File: config.mk
export PLATFORM = sky130hd
export DESIGN_NAME = saes_ctrl
export DESIGN_NICKNAME = d
export VERILOG_FILES = /design/src/rtl/saes_pkg.sv /design/src/rtl/saes_keyexp_step.sv /design/src/rtl/saes_ctrl.sv
export SDC_FILE = /design/constraint.sdc
export NUM_CORES = 1
export LEC_CHECK = 0
export ABC_CLOCK_PERIOD_IN_PS = 4000
export CAP_MARGIN = 20
export CORE_ASPECT_RATIO = 0.7
export CORE_MARGIN = 2
export CORE_UTILIZATION = 57
export CTS_CLUSTER_SIZE = 28
export DETAILED_ROUTE_END_ITERATION = 12
export GPL_ROUTABILITY_DRIVEN = 0
export PLACE_DENSITY = 0.89
export SLEW_MARGIN = 20
export SYNTH_ARGS = -nofsm -noshare
export SYNTH_HDL_FRONTEND = slang
export SYNTH_SLANG_ARGS = --single-unit
File: constraint.sdc
create_clock -name clk -period 4 [get_ports clk]
set_input_delay 0.6 -clock clk [delete_from_list [all_inputs] [get_ports clk]]
set_output_delay 0.6 -clock clk [all_outputs]
set_load 0.005 [all_outputs]
File: src/rtl/saes_pkg.sv
// Shared S-AES definitions: S-box, nibble/row permutations, round constants and FSM states.
package saes_pkg;

  localparam logic [7:0] RCON1 = 8'h80;
  localparam logic [7:0] RCON2 = 8'h30;

  typedef enum logic [2:0] {
    StIdle,
    StKey1,
    StKey2,
    StRnd1,
    StRnd2
  } saes_state_e;

  function automatic logic [3:0] sub_nib(input logic [3:0] n);
    logic [3:0] r;
    case (n)
      4'h0: r = 4'h9;
      4'h1: r = 4'h4;
      4'h2: r = 4'hA;
      4'h3: r = 4'hB;
      4'h4: r = 4'hD;
      4'h5: r = 4'h1;
      4'h6: r = 4'h8;
      4'h7: r = 4'h5;
      4'h8: r = 4'h6;
      4'h9: r = 4'h2;
      4'hA: r = 4'h0;
      4'hB: r = 4'h3;
      4'hC: r = 4'hC;
      4'hD: r = 4'hE;
      4'hE: r = 4'hF;
      default: r = 4'h7;
    endcase
    return r;
  endfunction

  function automatic logic [15:0] sub_word(input logic [15:0] s);
    return {sub_nib(s[15:12]), sub_nib(s[11:8]), sub_nib(s[7:4]), sub_nib(s[3:0])};
  endfunction

  function automatic logic [7:0] rot_nib(input logic [7:0] w);
    return {w[3:0], w[7:4]};
  endfunction

  // Second state row lives in nibbles [11:8] and [3:0]; rotating a 2-wide row is a swap.
  function automatic logic [15:0] shift_row(input logic [15:0] s);
    return {s[15:12], s[3:0], s[7:4], s[11:8]};
  endfunction

endpackage

File: src/rtl/saes_keyexp_step.sv
// One S-AES key expansion step: derives the next two key words from the previous two.
module saes_keyexp_step
  import saes_pkg::*;
(
  input  logic [7:0] wa_i,
  input  logic [7:0] wb_i,
  input  logic [7:0] rcon_i,
  output logic [7:0] wc_o,
  output logic [7:0] wd_o
);

  logic [7:0] rot;
  logic [7:0] g;

  // g(wb, rcon) = rcon ^ SubNib(RotNib(wb)), then chain the XORs.
  always_comb begin
    rot  = rot_nib(wb_i);
    g    = rcon_i ^ {sub_nib(rot[7:4]), sub_nib(rot[3:0])};
    wc_o = wa_i ^ g;
    wd_o = wc_o ^ wb_i;
  end

endmodule

File: src/rtl/saes_ctrl.sv
// Iterative S-AES encryption sequencer: expands the key one round key per cycle, drives the
// external full-round datapath, then performs the final (no MixColumns) round locally.
// Optional build macro SAES_KEY_CACHE_EN keeps the last expanded key so a repeated key skips
// the two expansion cycles.
module saes_ctrl
  import saes_pkg::*;
(
  input  logic        clk,
  input  logic        rst,
  input  logic        start,
  input  logic [15:0] data_in,
  input  logic [15:0] key_in,
  output logic        busy,
  output logic        done,
  output logic [15:0] data_out,
  output logic [15:0] rnd_in,
  output logic [15:0] rnd_key,
  input  logic [15:0] rnd_out
);

  saes_state_e state_q, state_d;
  logic [15:0] st_q, st_d;
  logic [15:0] k0_q, k0_d;
  logic [15:0] k1_q, k1_d;
  logic [15:0] k2_q, k2_d;
  logic [15:0] dout_q, dout_d;
  logic        done_q, done_d;

  logic [7:0] ks_wa, ks_wb, ks_rcon, ks_wc, ks_wd;

`ifdef SAES_KEY_CACHE_EN
  logic [15:0] c_k0_q, c_k1_q, c_k2_q;
  logic        c_vld_q;
`endif

  // Share one expansion step: KEY2 works on K1, every other state on K0.
  always_comb begin
    if (state_q == StKey2) begin
      ks_wa   = k1_q[15:8];
      ks_wb   = k1_q[7:0];
      ks_rcon = RCON2;
    end else begin
      ks_wa   = k0_q[15:8];
      ks_wb   = k0_q[7:0];
      ks_rcon = RCON1;
    end
  end

  saes_keyexp_step u_keyexp_step (
    .wa_i   (ks_wa),
    .wb_i   (ks_wb),
    .rcon_i (ks_rcon),
    .wc_o   (ks_wc),
    .wd_o   (ks_wd)
  );

  // Next-state and datapath register updates.
  always_comb begin
    state_d = state_q;
    st_d    = st_q;
    k0_d    = k0_q;
    k1_d    = k1_q;
    k2_d    = k2_q;
    dout_d  = dout_q;
    done_d  = 1'b0;
    unique case (state_q)
      StIdle: begin
        if (start) begin
          k0_d    = key_in;
          st_d    = data_in ^ key_in;
          state_d = StKey1;
`ifdef SAES_KEY_CACHE_EN
          if (c_vld_q && (key_in == c_k0_q)) begin
            k1_d    = c_k1_q;
            k2_d    = c_k2_q;
            state_d = StRnd1;
          end
`endif
        end
      end
      StKey1: begin
        k1_d    = {ks_wc, ks_wd};
        state_d = StKey2;
      end
      StKey2: begin
        k2_d    = {ks_wc, ks_wd};
        state_d = StRnd1;
      end
      StRnd1: begin
        st_d    = rnd_out;
        state_d = StRnd2;
      end
      StRnd2: begin
        dout_d  = shift_row(sub_word(st_q)) ^ k2_q;
        done_d  = 1'b1;
        state_d = StIdle;
      end
      default: state_d = StIdle;
    endcase
  end

  // State and datapath registers.
  always_ff @(posedge clk or posedge rst) begin
    if (rst) begin
      state_q <= StIdle;
      st_q    <= '0;
      k0_q    <= '0;
      k1_q    <= '0;
      k2_q    <= '0;
      dout_q  <= '0;
      done_q  <= 1'b0;
    end else begin
      state_q <= state_d;
      st_q    <= st_d;
      k0_q    <= k0_d;
      k1_q    <= k1_d;
      k2_q    <= k2_d;
      dout_q  <= dout_d;
      done_q  <= done_d;
    end
  end

`ifdef SAES_KEY_CACHE_EN
  // Cache is only written once a full expansion completes, so an abort leaves it invalid.
  always_ff @(posedge clk or posedge rst) begin
    if (rst) begin
      c_k0_q  <= '0;
      c_k1_q  <= '0;
      c_k2_q  <= '0;
      c_vld_q <= 1'b0;
    end else if (state_q == StKey2) begin
      c_k0_q  <= k0_q;
      c_k1_q  <= k1_q;
      c_k2_q  <= {ks_wc, ks_wd};
      c_vld_q <= 1'b1;
    end
  end
`endif

  // Outputs; the datapath port pair only matters in RND1.
  always_comb begin
    busy     = (state_q != StIdle);
    done     = done_q;
    data_out = dout_q;
    rnd_in   = st_q;
    rnd_key  = k1_q;
  end

endmodule
== Yosys cells after proc, flatten, opt, wreduce, memory -nomap -nowiden ==
Memories as Yosys holds them, arrays and structs flattened.
Cells that the tools add are included.
W data, S select, Z words.
Storage, ports and cells
  bits in registers: 84
  ROM bits: 384
  bits of input ports: 51
  output and inout port bits: 50
  memories: 6
Cells by class
  eq/ne operators: 5
  muxes and demuxes: 12
  bitwise operators: 5
  reduce and logical (&&, ||, !) cells: 5
Memories
  (name not given): words 16, width 4, rd ports 1, clocked after Yosys merged registers in 0, wr ports 0, RTL line saes_pkg.sv:17  | case (n)
  (name not given): words 16, width 4, rd ports 1, clocked after Yosys merged registers in 0, wr ports 0, RTL line saes_pkg.sv:17
  (name not given): words 16, width 4, rd ports 1, clocked after Yosys merged registers in 0, wr ports 0, RTL line saes_pkg.sv:17
  (name not given): words 16, width 4, rd ports 1, clocked after Yosys merged registers in 0, wr ports 0, RTL line saes_pkg.sv:17
  (name not given): words 16, width 4, rd ports 1, clocked after Yosys merged registers in 0, wr ports 0, RTL line saes_pkg.sv:17
  (name not given): words 16, width 4, rd ports 1, clocked after Yosys merged registers in 0, wr ports 0, RTL line saes_pkg.sv:17
Operator list (count)
  $pmux W16 S2: 1
  $xor A16 B16 Y16: 2
  $mux W8: 3
  $xor A8 B8 Y8: 3
  $mux W16: 1
  $mux W4: 4
  $pmux W3 S4: 1
  $eq A3 B2 Y1 const B: 2
  $reduce_and A2 Y1: 2
  $eq A3 B1 Y1 const B: 1
  $eq A3 B3 Y1 const B: 1
  $logic_not A3 Y1: 1
  $mux W3: 1
  $reduce_bool A3 Y1: 1
  $ne A2 B2 Y1 const B: 1
  $reduce_bool A2 Y1: 1
  $mux W1: 1

== Depth between registers and ports, before layout ==
Gate-level depths: netlist of run 1.
An unclocked memory read counts as a cell.
  depth after elaboration: 6
  mapped depth: 11

== Modules after synthesis ==
Synthesis of run 1 repeated with hierarchy kept, for this count alone.
Second synthesis, totals
  cell total of the unflattened synthesis: 486
  area total of the unflattened synthesis: 5346.4 µm²
By module, submodules not included
  saes_ctrl: instances 1, cells each 410, area an instance 4634.4 µm²
  saes_keyexp_step: instances 1, cells each 76, area an instance 711.9 µm²

== Worst setup path after synthesis of run 1 ==
Ideal clock, no wire load.
  path kind: reg2reg
  from: register state_q[0]
  to: register k1_q[4], in the netlist rnd_key[4]
  setup time: 125 ps
  arrival: 2329 ps
  slack: 1546 ps
  cell stages (with the launch flop): 10
  path buffers: 2
  clock period less this slack: 2454 ps
  cells stage by stage: dfrtp_1 buf_6 or3b_1 buf_6 mux2_2 ha_1 mux2i_1 mux2i_4 xnor2_1 mux2_2
Between the ends
  longest elaborated chain between the ends: 6
Ends and longest elaborated chain
  start: declaration: RTL line saes_ctrl.sv:21  | saes_state_e state_q, state_d;
  start signal: assignment: RTL line saes_ctrl.sv:105  | state_q <= StIdle;
  start signal: assignment: RTL line saes_ctrl.sv:113  | state_q <= state_d;
  $eq A3 B2 Y1: RTL line saes_ctrl.sv:38  | if (state_q == StKey2) begin
  $mux W8: RTL line saes_ctrl.sv:38
  $mem_v2 Z16 W4
  $xor A8 B8 Y8: RTL line saes_keyexp_step.sv:18  | g = rcon_i ^ {sub_nib(rot[7:4]), sub_nib(rot[3:0])};
  $xor A8 B8 Y8: RTL line saes_keyexp_step.sv:19  | wc_o = wa_i ^ g;
  $xor A8 B8 Y8: RTL line saes_keyexp_step.sv:20  | wd_o = wc_o ^ wb_i;
  end signal: assignment: RTL line saes_ctrl.sv:116  | k1_q <= k1_d;
  end: declaration: RTL line saes_ctrl.sv:24  | logic [15:0] k1_q, k1_d;
Parallel ways exist; a longest one is shown, timed or not.
A chain may end at the register's enable or synchronous reset.

== Worst setup path in the final report of run 1 ==
Ends and elaborated chain as after synthesis.

==> run summary, run 1 <==
The flow ran to the end, and the final reports show no timing, DRC or antenna violations. The detailed-router iteration count before antenna repair came out at 5. The floorplan has 29 rows.

Mean area per synthesized cell: 9.37 um^2. The final non-filler cell total was 757; the number of nets in the layout was 709. The final layout contains routed wiring with a total length of 12,400 um.

Buffers inserted to repair hold after CTS numbered 0. The run gives 9850 um^2 as the floorplan die area. The count of endpoints failing hold in the final timing report was 0. Summing the areas of all compound-gate instances in the mapped netlist gives 14.2% of the synthesized area. The final clock skew was 0.00845 ns; the simple logic cell fraction of the synthesized area was 12.3%. For this run, the number of Yosys warnings is 0. Setup repair after global routing left no endpoint under its margin. For the number of design rule violations left after detail routing, the log shows 0. The repair_antennas step left the layout with diodes totalling 0.

The run gives 551 as the cell count after synthesis. The max-capacitance violation count was 0; the global routing met1 resource utilization was 37.2%. Global routing finished with a remaining overflow of 0. The post-synthesis instance area was 5160 um^2. The fraction of final layout cells with drive strength greater than 1 was 9.32%; the maximum number of pins on one net before global-route repair was 53. Sequential cells were found to cover 40.7% of the synthesized design area.

The routed layout has 4,179 vias. In the final timing run, aggregate negative setup slack is 0 ns. The maximum VDD drop was 0.512 mV. The area added between synthesis and finish is 26.2%, and the power density over the cells is 971 nW/um^2. Fraction of synthesized area in multiplexers: 7.82%. The dominant combinational cell family by area after synthesis is compound AO/OA/AOI/OAI gates.

At the pin with the least slew margin, the transition time is 0.916 ns. Busiest layer in global routing: met2. The tools report the nature of the critical path endpoint as a flop. The number of nets with antenna violations after detailed routing came out at 0. In the global route stage, met3 resource usage came out at 6.28%. The root buffer cell chosen for the clock tree is clkbuf_16. Arrival time at the worst endpoint: 2.94 ns. Counting along the longest clock path gives a buffer depth of 2. The number of distinct standard cells referenced by the synthesized netlist is 53. In this run the tool buffered the top-level ports with 100 buffer cells. In the routed layout, each cell is associated on average with a via count of 5.52. For the required time at the endpoint of the critical path, the log shows 4.23 ns. Net count after synthesis: 632. For the number of global-route vias before repair, the log shows 4,145.

The met2 usage in global routing was 41.9%. In this run, synthesis inferred 0 flip-flops with an integrated enable. The worst hold path belongs to the class reg -> reg.

The final critical path time including I/O delays and setup was 2.71 ns; the y dimension of the die was 83.6 um. The total count of max-transition violations in the final report is 0. The tree built by TritonCTS fans out to 84 sinks. In the final routed layout, each cell accounts on average for 16.4 um. Post-CTS timing repair inserted 0 buffers for setup. At the later pin of the worst-skew pair, clock insertion delay measures 0.35 ns.

The aggregate global-route resource usage was 26.6%; the final worst-path cycle share was 67.7%. Share of synthesized registers carrying an async set or reset: 100%. The floorplan step set the die width to 118 um. The first global-routing pass estimated 20,600 um of wire. After Yosys synthesis, XOR and XNOR cells account for 12.8% of the synthesized area. Summed over all cells, the static leakage comes to 2.79 nW. The adder-cell area share of the yosys netlist is 7.27%. The cell total after placement is 740, and the level count of the clock H-tree is 3.

For the violation count after the first detailed-route iteration, the log shows 350. The design draws 0.00633 W. The half-perimeter wire length after detailed placement was 9190 um; the maximum fanout encountered on the critical timing path was 45.

The fmax came out at 369 MHz. After clock tree synthesis, the repair step resized 0 gates. The worst setup path is launched from a flop.

After clock tree synthesis, the clock-pin slew on the worst setup and hold paths is 0.06 ns. The number of setup violations in the final report is 0. Among all flip-flop cells after synthesis, the most frequent one is dfrtp_1. The number of primary I/O pins is 101. The floorplan step defined a core boundary enclosing 8930 um^2. TritonCTS built the clock tree.

The initial utilization of the core area, before any placement, comes to 57.9%. The headroom to the max-slew limit is 38.8%. Synthesis inferred 84 register bits. The number of clock buffers added by TritonCTS is 9. The critical path class was reg -> reg. The number of antenna violations at the first check in global routing was 0.
cell usage after synthesis (2+ instances only):
cell type | n | area share (%)
nor2_1 | 9 | 0.65
a21oi_2 | 2 | 0.34
nand2_1 | 98 | 7.1
inv_1 | 24 | 1.7
nor3_1 | 13 | 1.3
mux2_2 | 22 | 4.8
dfrtp_1 | 84 | 41
clkbuf_1 | 35 | 2.5
mux4_2 | 4 | 1.7
nand3b_1 | 2 | 0.29
a31oi_1 | 2 | 0.24
o22ai_1 | 5 | 0.61
o21ai_0 | 77 | 7.5
a311oi_1 | 2 | 0.34
o21ai_1 | 15 | 1.5
nor2b_1 | 4 | 0.48
or3_1 | 2 | 0.24
xor2_1 | 20 | 3.4
xnor2_1 | 45 | 7.6
ha_1 | 30 | 7.3
nand2b_1 | 4 | 0.48
mux2i_1 | 3 | 0.58
a21oi_1 | 14 | 1.4
xnor3_1 | 4 | 1.7
buf_6 | 2 | 0.44
nor3b_1 | 2 | 0.29
flip-flops by register name, summed over array words and instances, names as in the netlist:
| register | cells |
|---|---|
| data_out | 16 |
| done | 1 |
| k0_q | 16 |
| k2_q | 16 |
| rnd_in | 16 |
| rnd_key | 16 |
| state_q | 3 |
stage by stage:
stage | cell area (um^2) | hold slack (ns) | worst slack (ns) | util, %
2_1_floorplan | 5160 | 0.466 | 1.23 | -
3_3_place_gp | 6190 | 0.460 | 1.39 | 69.4
3_5_place_dp | 6190 | 0.470 | 1.30 | 69.4
4_1_cts | 6500 | 0.483 | 1.31 | 72.8
5_1_grt | 6520 | 0.507 | 1.15 | 73.0
6_report | 6520 | 0.477 | 1.29 | 73.0
where the power goes:
part / total, W / switching, W / internal (W)
Combinational: 0.00358 / 0.00170 / 0.00187
Clock: 0.000841 / 0.000338 / 0.000503
Sequential: 0.00191 / 0.000632 / 0.00128
Total: 0.00633 / 0.00267 / 0.00366
placed cells by master, fill, tap and decap left out, drive strengths merged, types with 13 or more instances in the layout:
cell type,instances
a21oi,16
ha,30
inv,24
clkdlybuf4s50,100
xor2,20
mux2,22
nand2,98
dfrtp,84
nor3,13
xnor2,45
o21ai,92
cell type report:
cell class	instances	area [um^2]
repair buffers	105	1050
fillers	620	2410
well taps	124	155
flip-flops and latches	84	2100
multi-input cells	404	2820
clock inverters	5	60.1
inverters	24	91.3
clock buffers	11	243
worst max-delay path, cell delays in order, from the launching register on:
cell	delay, ns
dfrtp_1	0.46
or3b_1	0.39
buf_4	0.27
mux2_2	0.37
ha_1	0.32
mux2i_1	0.24
mux2i_4	0.13
xnor2_1	0.14
mux2_2	0.26
worst paths after layout:
kind	startpoint	endpoint	cells after the start	slack, ns
min reg2reg	data_out[13]	data_out[13]	2	0.48
max reg2reg	state_q[0]	rnd_key[4]	8	1.29
max in group asynchronous	rst	k2_q[4]	3	2.47
min	data_out[13]	data_out[13]	2	0.48
min in group asynchronous	rst	rnd_in[2]	2	0.76
max	state_q[0]	rnd_key[4]	8	1.29
routing by layer:
| layer | vias to the layer above | routed length (um) | part of all wire (%) |
|---|---|---|---|
| met4 | 0 | 206 | 1.7 |
| met3 | 22 | 818 | 6.6 |
| li1 | 2021 | - | - |
| met2 | 154 | 5780 | 47 |
| met5 | - | 0 | 0 |
| met1 | 1982 | 5610 | 45 |
cells by family (layout without fill, tap and decap cells):
kind of cell	count (synthesis)	count (layout)
adder cells (fa/ha/maj)	30	30
multiplexers	31	31
XOR/XNOR	69	69
flip-flops	84	84
AO/OA/AOI/OAI	130	130
AND/OR/NAND/NOR	144	144
buffers and inverters	63	145
No activity file was read; power rests on OpenSTA's default activity.
==> run 2: changes to the inputs <==
ABC_CLOCK_PERIOD_IN_PS = 2400   (was 4000)
CORE_UTILIZATION = 48   (was 57)
PLACE_DENSITY = 0.8   (was 0.89)
clock period = 2.4 ns   (was 4 ns; I/O delays follow)
==> run 2 against run 1 <==
Compared with the run above:
- final area rose by 2.7%
- die area rose by 18%
- hold slack got worse by 0.0077 ns
- critical path depth did not move
- clock power rose by 56%
- register-to-register slack got worse by 1.2 ns
==> run summary, run 2 (synthesized netlist as in run 1, its figures left out) <==
Counting cells, the worst reg-to-reg path comes to 8. The leakage power is 2.89 nW, and the y dimension of the die is 90.8 um. The critical path in this run is classified as reg -> reg.

The logs give 0.00912 ns for the final clock skew and 0 for the number of antenna violations at the first check in global routing. The logs give 0 for the max-capacitance violation count and 0.0110 W for the overall power after layout. The detail route stage leaves a number of antenna-violating nets equal to 0.

The die boundary width was 128 um; the relative contribution of sequential cells to total power was 28.8%. Hold is met by 0.469 ns. Global routing used 22.9% of the available tracks.

Setup repair after global routing could not meet its margin everywhere. The area growth from synthesis to layout is 29.6%. In this run the worst path has a maximum fanout of 6. The standard cell area after detailed placement is 6330 um^2, and the sink count of the clock tree is 84. After clock tree synthesis, the clock-pin slew on the worst setup and hold paths is 0.06 ns. The worst pin sits at a relative slew slack of 62.9%. The initial core utilization came out at 49.7%. Overall overflow remaining after global route: 0. The path type of the worst min-delay path is in -> async. The fraction of final layout cells with drive strength greater than 1 works out to 12.4%. The number of global-route vias before repair was 3,992. The internal portion of the total power is 0.00629 W. In the final routed layout, each cell accounts on average for 16.6 um. The number of setup violations in the final report was 0. The number of primary I/O pins is 101, and the count of endpoints failing hold in the final timing report is 0.

The tools report the floorplan die area as 11,600 um^2. The maximum VDD drop came out at 0.838 mV. Of the total power, the clock network draws 11.9%. Based on the critical path, the design can be clocked at up to 425 MHz. 0 antenna diodes ended up in the layout.

For the pin with the worst max-slew slack, the measured transition is 0.557 ns. The library cell used most frequently in the layout, excluding fill and tap cells, is clkdlybuf4s50_1. The run gives 4,210 as the via total after detailed routing. For this design the total switching power over the nets is 0.00470 W. The wire length of the first global-routing pass is 20,800 um.

For this block, the initial DRC count from the detailed router was 484. The cell row count is 31, and the half-perimeter wire length after detailed placement is 9750 um. Leaving out fill and tap cells, the most frequent cells in the layout are clkdlybuf4s50_1 (100), nand2_1 (98), dfrtp_1 (82), o21ai_0 (77), xnor2_1 (44). The worst setup path is launched from a flop. Adding up every negative setup slack in the final design gives 0 ns. For the combinational share of power, the log shows 59.3%. Clock latency on the worst-skew pair: 0.34 ns. CTS placed an instance of clkbuf_16 at the clock tree root. The switching share of power is 42.8%. TritonCTS built the clock tree. The worst path needs 2.35 ns of the cycle, external delays included.

After routing the design area is 6690 um^2. Power density over the cells: 1640 nW/um^2. The final critical path takes up 98.1% of the cycle.

The H-tree was split into 3 levels. The core region is 10,400 um^2. The run finished with clean final reports. No sink is reached through more buffers than the 2 on the longest clock path.

The average vias per placed instance was 5.40; the arrival time at the worst endpoint was 2.58 ns. For this run, design rule violations remaining after detail routing come to 0. The run gives 5 as the detailed-router iteration count before antenna repair. At the worst endpoint, the required time is 2.62 ns. For the number of CTS-inserted buffers, the log shows 9. The nature of the critical path endpoint was a flop.

The logs give 85 for the maximum number of pins on one net before global-route repair and 13,000 um for the total length of routed wires. The final layout contains 723 nets. The total count of max-transition violations in the final report was 0; the number of port buffers was 100.
## run 2: cell count changes in the layout (fill, tap and decap cells not counted), sizes merged
cell	before	now
buf	5	18
bufinv	1	0
clkinv	3	4
dlymetal6s2s	0	1
## run 2: routing by layer
metal | up-vias | GRT usage [%] | part of all wire, %
met5 | - | 0 | 0
li1 | 2029 | - | -
met1 | 2004 | 32.9 | 46
met4 | 0 | 5.31 | 1.6
met3 | 22 | 5.86 | 6.6
met2 | 155 | 35.0 | 45
## run 2: worst paths after layout
path | slack [ns] | end | from
min in group clk | 0.48 | data_out[15] | data_out[15]
hold / removal | 0.47 | data_out[1] | rst
setup / recovery | 0.05 | rnd_key[4] | state_q[0]
hold reg to reg | 0.48 | data_out[15] | data_out[15]
setup reg to reg | 0.05 | rnd_key[4] | state_q[0]
max in group asynchronous | 1.54 | state_q[0] | rst
## run 2: power groups by stage
stage               registers, W  logic (W)  clock network, W
finish                   0.00317    0.00651           0.00131
global route             0.00330    0.00710           0.00138
CTS                      0.00315    0.00632           0.00132
detailed placement       0.00316    0.00622                 0
global placement         0.00310    0.00594                 0
floorplan                0.00269    0.00451                 0
## run 2: repair_timing
action,CTS,global route
hold buffers,0,0
pin swaps,0,4
resized for setup,3,7
setup buffers,1,3
setup endpoints to repair,2,10
## run 2: final cells by class
class                           instances  area, um^2
Tap cell                              132         165
Timing Repair Buffer                  119        1180
Inverter                               24        93.8
Sequential cell                        84        2100
Clock inverter                          5        36.3
Clock buffer                           11         243
Fill cell                             818        3700
Multi-Input combinational cell        404        2870
## run 2: per-stage QoR
step / util, % / setup WS (ns) / std cells
6_report: 64.4 / 0.0467 / 779
5_1_grt: 64.4 / -0.0224 / 779
2_1_floorplan: - / 0.0119 / 551
4_1_cts: 63.8 / 0.00461 / 776
3_5_place_dp: 60.9 / -0.0146 / 759
3_3_place_gp: 60.9 / 0.0849 / 759
## run 2: critical path, cell delays in order (launching register included)
cell and delay (ns):
dfrtp_2 0.44, or3b_4 0.41, mux2_4 0.27, ha_4 0.14, inv_1 0.03, a221o_1 0.35
mux2i_4 0.23, xnor2_2 0.09, mux2_2 0.28
